## src/rtl/muldiv_unit.sv

```systemverilog
// rtl/muldiv_unit.sv - iterative multiply/divide unit with HI/LO registers (optional MULDIV_EARLY_OUT_EN)
module muldiv_unit #(
    parameter int WIDTH = 32
) (
    input  logic             clk,
    input  logic             rst,
    input  logic             start,
    input  logic [3:0]       control,
    input  logic [WIDTH-1:0] in1,
    input  logic [WIDTH-1:0] in2,
    input  logic             hi_we,
    input  logic             lo_we,
    input  logic [WIDTH-1:0] wdata,
    output logic             busy,
    output logic             done,
    output logic             dz,
    output logic [WIDTH-1:0] hi,
    output logic [WIDTH-1:0] lo
);
    localparam int CW = $clog2(WIDTH);

    typedef enum logic [1:0] {IDLE, CALC, FIX} state_t;
    state_t state, state_nxt;

    logic [CW-1:0]      cnt;
    logic               is_mul;
    logic               neg_res;
    logic               neg_rem;
    logic               div_zero;
    logic [2*WIDTH-1:0] acc;     // mul: running product; div: {remainder, dividend/quotient}
    logic [2*WIDTH-1:0] mcand;   // mul: shifted multiplicand; div: divisor in low word
    logic [WIDTH-1:0]   mplier;  // mul: multiplier bits not yet consumed
    logic [WIDTH-1:0]   raw_a;   // untouched in1, returned in HI on divide by zero

    logic               accept;
    logic               last_iter;
    logic               a_neg;
    logic               b_neg;
    logic [WIDTH-1:0]   a_mag;
    logic [WIDTH-1:0]   b_mag;
    logic [WIDTH:0]     rem_sh;
    logic               rem_ge;
    logic [WIDTH-1:0]   rem_diff;
    logic [WIDTH-1:0]   rem_next;
    logic [2*WIDTH-1:0] prod_fix;
    logic [WIDTH-1:0]   quo_fix;
    logic [WIDTH-1:0]   rem_fix;
    logic [WIDTH-1:0]   res_hi;
    logic [WIDTH-1:0]   res_lo;

    assign accept = (state == IDLE) && start && (control[3:2] == 2'b11);
    assign busy   = (state != IDLE);

    // Signed ops work on magnitudes; the most negative value maps to 2^(WIDTH-1), which still fits unsigned.
    assign a_neg = control[1] && in1[WIDTH-1];
    assign b_neg = control[1] && in2[WIDTH-1];
    assign a_mag = a_neg ? -in1 : in1;
    assign b_mag = b_neg ? -in2 : in2;

    // Restoring divide step: shift next dividend bit into the remainder and try to subtract the divisor.
    assign rem_sh   = {acc[2*WIDTH-1:WIDTH], acc[WIDTH-1]};
    assign rem_ge   = (rem_sh >= {1'b0, mcand[WIDTH-1:0]});
    assign rem_diff = rem_sh[WIDTH-1:0] - mcand[WIDTH-1:0];
    assign rem_next = rem_ge ? rem_diff : rem_sh[WIDTH-1:0];

`ifdef MULDIV_EARLY_OUT_EN
    assign last_iter = (cnt == CW'(WIDTH-1)) || (is_mul && (mplier[WIDTH-1:1] == '0));
`else
    assign last_iter = (cnt == CW'(WIDTH-1));
`endif

    // Sign fix-up and divide-by-zero override of the final HI/LO values.
    always_comb begin
        prod_fix = neg_res ? -acc : acc;
        quo_fix  = neg_res ? -acc[WIDTH-1:0] : acc[WIDTH-1:0];
        rem_fix  = neg_rem ? -acc[2*WIDTH-1:WIDTH] : acc[2*WIDTH-1:WIDTH];
        res_hi   = rem_fix;
        res_lo   = quo_fix;
        if (is_mul) begin
            res_hi = prod_fix[2*WIDTH-1:WIDTH];
            res_lo = prod_fix[WIDTH-1:0];
        end else if (div_zero) begin
            res_hi = raw_a;
            res_lo = '1;
        end
    end

    // State register.
    always_ff @(posedge clk) begin
        if (rst) state <= IDLE;
        else     state <= state_nxt;
    end

    // Next-state logic.
    always_comb begin
        state_nxt = state;
        case (state)
            IDLE:    if (accept) state_nxt = CALC;
            CALC:    if (last_iter) state_nxt = FIX;
            FIX:     state_nxt = IDLE;
            default: state_nxt = IDLE;
        endcase
    end

    // Datapath, HI/LO registers and status flags.
    always_ff @(posedge clk) begin
        if (rst) begin
            cnt      <= '0;
            is_mul   <= 1'b0;
            neg_res  <= 1'b0;
            neg_rem  <= 1'b0;
            div_zero <= 1'b0;
            acc      <= '0;
            mcand    <= '0;
            mplier   <= '0;
            raw_a    <= '0;
            hi       <= '0;
            lo       <= '0;
            done     <= 1'b0;
            dz       <= 1'b0;
        end else begin
            done <= 1'b0;
            case (state)
                IDLE: begin
                    if (accept) begin
                        cnt      <= '0;
                        is_mul   <= ~control[0];
                        neg_res  <= a_neg ^ b_neg;
                        neg_rem  <= a_neg;
                        div_zero <= control[0] && (in2 == '0);
                        raw_a    <= in1;
                        dz       <= 1'b0;
                        if (!control[0]) begin
                            acc    <= '0;
                            mcand  <= {{WIDTH{1'b0}}, a_mag};
                            mplier <= b_mag;
                        end else begin
                            acc    <= {{WIDTH{1'b0}}, a_mag};
                            mcand  <= {{WIDTH{1'b0}}, b_mag};
                            mplier <= '0;
                        end
                    end else begin
                        if (hi_we) hi <= wdata;
                        if (lo_we) lo <= wdata;
                    end
                end
                CALC: begin
                    cnt <= cnt + 1'b1;
                    if (is_mul) begin
                        if (mplier[0]) acc <= acc + mcand;
                        mcand  <= mcand << 1;
                        mplier <= mplier >> 1;
                    end else begin
                        acc <= {rem_next, acc[WIDTH-2:0], rem_ge};
                    end
                end
                FIX: begin
                    hi   <= res_hi;
                    lo   <= res_lo;
                    dz   <= div_zero;
                    done <= 1'b1;
                end
                default: ;
            endcase
        end
    end
endmodule

```

## config.mk

```make
export PLATFORM = sky130hd
export DESIGN_NAME = muldiv_unit
export DESIGN_NICKNAME = d
export VERILOG_FILES = /design/src/rtl/muldiv_unit.sv
export SDC_FILE = /design/constraint.sdc
export NUM_CORES = 1
export LEC_CHECK = 0
export CORE_MARGIN = 4
export CORE_UTILIZATION = 39
export CTS_BUF_LIST = sky130_fd_sc_hd__clkbuf_4 sky130_fd_sc_hd__clkbuf_8
export DETAILED_ROUTE_END_ITERATION = 10
export SYNTH_ARGS = -nofsm -noshare
export SYNTH_HDL_FRONTEND = slang
export SYNTH_SLANG_ARGS = --single-unit
```

## constraint.sdc

```tcl
create_clock -name clk -period 3.2 [get_ports clk]
set_clock_uncertainty 0.15 [all_clocks]
set_input_delay 0.32 -clock clk [delete_from_list [all_inputs] [get_ports clk]]
set_output_delay 0.32 -clock clk [all_outputs]
set_load 0.02 [all_outputs]
```

# After elaboration in Yosys (flattened, before gate mapping)
# Cells that the tools add are included.
# totals
reg_bits	269
input_bits	105
output_inout_bits	67
elab_cells	91
# op_classes
addsub	8
magnitude_cmp	1
n_eq_ne	11
mux	37
bitwise_logic	2
n_reduce_logical	18
# ops
operator	count
2-to-1 mux 32 bit	18
2-to-1 mux 64 bit	6
case mux 64 bit (2 select lines)	2
case mux 32 bit (2 select lines)	3
negation 32 bit	4
adder 64 bit	1
negation 64 bit	1
greater-or-equal comparator 33 x 32 -> 1 bit	1
zero test 32 bit	1
subtractor 32 bit	1
inequality test 2 bit, second input constant	6
AND reduction 3 bit	4
case mux 5 bit (2 select lines)	1
AND reduction 2 bit	4
nonzero test 2 bit	3
adder 5 x 1 -> 5 bit, second input constant	1
equality test 5 bit, second input constant	1
logical AND 1 bit	5
2-to-1 mux 5 bit	1
equality test 2 bit, second input constant	2
2-to-1 mux 2 bit	2
case mux 2 bit (2 select lines)	1
inequality test 3 bit, second input constant	1
equality test 2 x 1 -> 1 bit, second input constant	1
5 further kinds	6

# Depth between registers and ports, before layout
# logic_depth
word_depth	5
ltp_mapped	15
mapped_depth_nobuf	15

# Least setup slack after synthesis
# OpenSTA, ideal clock, no wires.
# synth_timing
kind	flip-flop to flip-flop
from	reg acc[31]
to	reg acc[62]
t_arrival_ps	3123
required_time_ps	2920
path_slack_ps	-202
path_stages_with_launch	16
path_cell_list	dfxtp_1 > inv_1 > ha_1 > inv_1 > fa_1 > a211o_1 > a21oi_2 > a211oi_1 > o31a_1 > a311o_1 > o221ai_1 > o21ai_0 > xor2_1 > mux2i_1 > a2bb2oi_1 > o21ai_0
# synth_via
elab_chain_len	4
elab_cells_between_ends	7
classes_between	2 x add/sub; 1 x order compare; 4 x mux
# synth_rtl
item	line_no	rtl
from (decl)	30	logic [2*WIDTH-1:0] acc;
from (signal assigned)	138	acc <= {{WIDTH{1'b0}}, a_mag};
from (signal assigned)	150	if (mplier[0]) acc <= acc + mcand;
from (signal assigned)	154	acc <= {rem_next, acc[WIDTH-2:0], rem_ge};
adder 64 bit, or another cell as far along	150	
2-to-1 mux 64 bit or 2-to-1 mux 32 bit (tied branches)	150, 64	
2-to-1 mux 64 bit *	149	if (is_mul) begin
case mux 64 bit (2 select lines) *	123	case (state)
# Mark *: on every way between the ends. The rest lies on a longest branch, timed or not. The select of a mux whose other input is x is not followed.
# A chain may end at the register's enable or synchronous reset.

# Final worst setup path
# layout_timing
from	reg acc[17]
to	reg hi[5]
# layout_via
elab_chain_len	4
# layout_rtl
item	line_no	rtl
negation 64 bit	74	prod_fix = neg_res ? -acc : acc;
2-to-1 mux 64 bit	74	
2-to-1 mux 32 bit	79	if (is_mul) begin
case mux 32 bit (2 select lines)	123	
to (signal assigned)	143	if (hi_we) hi <= wdata;
to (signal assigned)	158	hi <= res_hi;
to (decl)	17	output logic [WIDTH-1:0] hi,
# Every way passes these cells.

==> impl_metrics.toml <==
[timing]
slew_viol_final = 0
hold_viol = 0
rsz0062_at_grt = "true"
setup_viol_count_final = 44
timing.final.crit_share_pct = 108
post-route-min-period_ns = 3.44
tightest_slew_ns = 1.33
fmax_ghz = 0.290
fin_ws_ns = -0.244
relSlewSlack_pct = 11.4

[setup_path]
path_cells = "buf_6 -> or4_4 -> or4_4 -> buf_6 -> nor3_4 -> buf_6 -> nand3_4 -> buf_6 -> o21ai_4 -> xor2_2 -> a211oi_2 -> a211oi_2 -> nor3_1"
path_delay_family = "simple AND/OR/NAND/NOR gates"
cp.required_ns = 3.60
critPathCaptureType = "flop"
cp_num_buf_inv = 4
crit_path_frequent_cell = "buf_6"
crit_type = "flop to flop"
critPathLaunchType = "flop"
arrival_ns = 3.84
cp_max_fo = 6
critPathMaxStageDelay_ns = 0.52
critPathSlowestCell = "or4_4"

[power_and_ir_drop]
p_int_mw = 9.76
switchingPower_mw = 6.05
p_clk_share_pct = 25.9
vdd_drop_max_uv = 471
p_leak_nw = 12.4
p_seq_share_pct = 23.6
power_density_nw_per_um2 = 510
power_mw = 15.8
p_comb_share_pct = 50.4
p_sw_share_pct = 38.3

[final_layout]
fillers = 4861
layout_common_cells = "buf_4, nand2_1, a21oi_1"
layoutNonFillerInstCount = 4241
fin_nets = 3717
drive_above_1_share_pct = 31.1
final_common_cell = "buf_4"
synthToLayoutAreaGrowth_pct = 47.9

[placement]
dp_hpwl_um = 76300
gp_congestion = 0.988
port-buffer-count = 171
placed_cells = 4062

[global_routing]
grt_pass1_vias = 23700
grt_max_degree = 108
antenna_found_initial = 1
grt_pass1_wl_um = 146000
gr-usage-all-layers_pct = 33.2
grt_overflow = 0

[cts]
h-tree-depth = 2
cts_num_sinks = 269
clk_latency_ns = 0.70
cts_buffers = 52
clockRootBuffer = "clkbuf_8"
clock_path_buffers = 3
cts_tree = "done"
clk_pin_slew_ns = 0.07

[synthesis]
ys_ff_latch = 269
async_flop_share_pct = 0
synthesis.area_sq_um = 21000
synthDistinctLibCells = 92
synth_top_family_by_area = "compound AO/OA/AOI/OAI gates"
synth_xor_area_share_pct = 9.82
synth_ff_type = "dfxtp_1"
syn_inst = 2846
synth_compound_area_share_pct = 30.5
synth_edf_count = 0
yosysSeqAreaShare_pct = 25.7
synth_mux_area_share_pct = 2.12
syn_avg_cell_area_sq_um = 7.36
synthAdderAreaFrac_pct = 6.22
yosys_warnings = 0
synth-simple-area-share_pct = 20.4
synth_nets = 3054

[route]
dr.pass1.iters = 5
via_per_inst = 5.89
wl_per_cell_um = 23.7
drtIter0Drc = 2443
drc_errors = 0
via_count = 25000
detail-route-antenna-nets = 0
routed_wl_um = 100000

[die]
core_area_sq_um = 52900
dieArea_sq_um = 57500
pin_count = 172
fp.dieH_um = 240
die_w_um = 240
rows = 84
start_util_pct = 39.6

[outcome]
failed_checks = "setup timing"
status = "finished with violations"

[flow_run]
cap_violations = 0

[worst_hold_path]
hold_class = "input port to flop"
[sequential cells by signal, summed over array words and instances, names as in the netlist, 2 cells and up]
| signal | flops |
|---|---|
| hi | 32 |
| raw_a | 32 |
| mplier | 32 |
| lo | 32 |
| state | 2 |
| acc | 64 |
| cnt | 5 |
| mcand | 64 |
[cell families (layout without fill, tap and decap cells)]
logic type,Yosys count,in the layout
multiplexers,44,44
other,0,2
AND/OR/NAND/NOR,927,927
buffers and inverters,284,989
AO/OA/AOI/OAI,984,984
XOR/XNOR,235,235
flip-flops,269,269
adder cells (fa/ha/maj),103,103
[final timing paths]
path | startpoint | to | slack, ns | cells after the start
worst max-delay path | acc[17] | hi[5] | -0.24 | 13
worst min-delay path | in1[4] | raw_a[4] | 0.19 | 4
worst max register to register | acc[17] | hi[5] | -0.24 | 13
worst min register to register | lo[8] | lo[8] | 0.30 | 2
[metal layers]
| layer | track usage, % | vias up | part of all wire, % |
|---|---|---|---|
| li1 | - | 11700 | - |
| met1 | 45.0 | 11900 | 43 |
| met2 | 50.6 | 1143 | 43 |
| met3 | 6.53 | 221 | 9.1 |
| met4 | 15.7 | 0 | 5.4 |
| met5 | 0 | - | 0 |
[power by group through the flow]
| stage | combinational [mW] | clock (mW) | sequential [mW] |
|---|---|---|---|
| 6_report | 7.98 | 4.10 | 3.74 |
| 5_1_grt | 8.47 | 4.29 | 3.75 |
| 4_1_cts | 6.68 | 4.16 | 3.72 |
| 3_5_place_dp | 5.97 | 0 | 3.78 |
| 3_3_place_gp | 5.93 | 0 | 3.77 |
| 2_1_floorplan | 3.12 | 0 | 3.82 |
[worst reg2reg max path: stages, from the launching register on]
cell	delay, ns
dfxtp_2	0.33
buf_6	0.12
or4_4	0.52
or4_4	0.51
buf_6	0.15
nor3_4	0.18
buf_6	0.14
nand3_4	0.16
buf_6	0.18
o21ai_4	0.14
xor2_2	0.19
a211oi_2	0.13
a211oi_2	0.32
nor3_1	0.08
[synthesized netlist by cell type, types with 14 or more instances]
library cell	number	share of area, %
clkbuf_1	176	3.2
a21o_1	48	1.7
a31oi_1	15	0.45
o31ai_1	21	0.75
nor2b_1	30	0.90
o21ai_1	17	0.41
nand3_1	63	1.5
inv_1	70	1.3
buf_2	15	0.36
nand2_1	343	6.1
or3_1	17	0.51
o211ai_1	34	1.2
dfxtp_1	269	26
o21ai_0	165	3.9
xor2_1	105	4.4
nand4_1	31	0.93
o21a_1	18	0.64
nor2_1	276	4.9
mux2i_1	41	2.0
ha_1	101	6.0
nand2b_1	14	0.42
nor3_1	65	1.6
buf_1	21	0.38
o21bai_1	19	0.68
a211oi_1	138	4.9
o22ai_1	20	0.60
o221ai_1	56	2.3
xnor2_1	130	5.4
a21oi_1	317	7.6
[stage by stage]
stage	cell area, sq um	util (%)	hold WS [ns]	worst slack [ns]	setup TNS [ns]
final	31000	58.6	0.190	-0.244	-3.81
after global routing	31000	58.6	0.189	-0.338	-9.96
after CTS	29700	56.3	0.148	-0.253	-3.96
after detailed placement	27200	51.5	0.294	-0.480	-16.91
after global placement	27200	51.5	0.293	-0.497	-12.78
after floorplan	21000	-	0.286	-0.0263	-0.0263
[area by class of cell]
type                            count  area (sq um)  share of cell area [%]
Sequential cell                   269          5450                    17.6
Clock inverter                     13           161                   0.521
Timing Repair Buffer              822          7000                    22.6
Inverter                           71           279                   0.900
Antenna cell                        2          5.00                  0.0161
Clock buffer                       83          1040                    3.36
Tap cell                          688           861                    2.78
Multi-Input combinational cell   2293         16200                    52.3
[what timing repair did]
item	CTS	global route
setup buffers	34	59
endpoints found under the setup margin	68	80
gates resized for setup	243	223
cloned	2	2
pin swaps	141	145
hold buffers	1	0
hold endpoints to repair	1	0
Note: power is estimated with default switching activity, not from simulation.
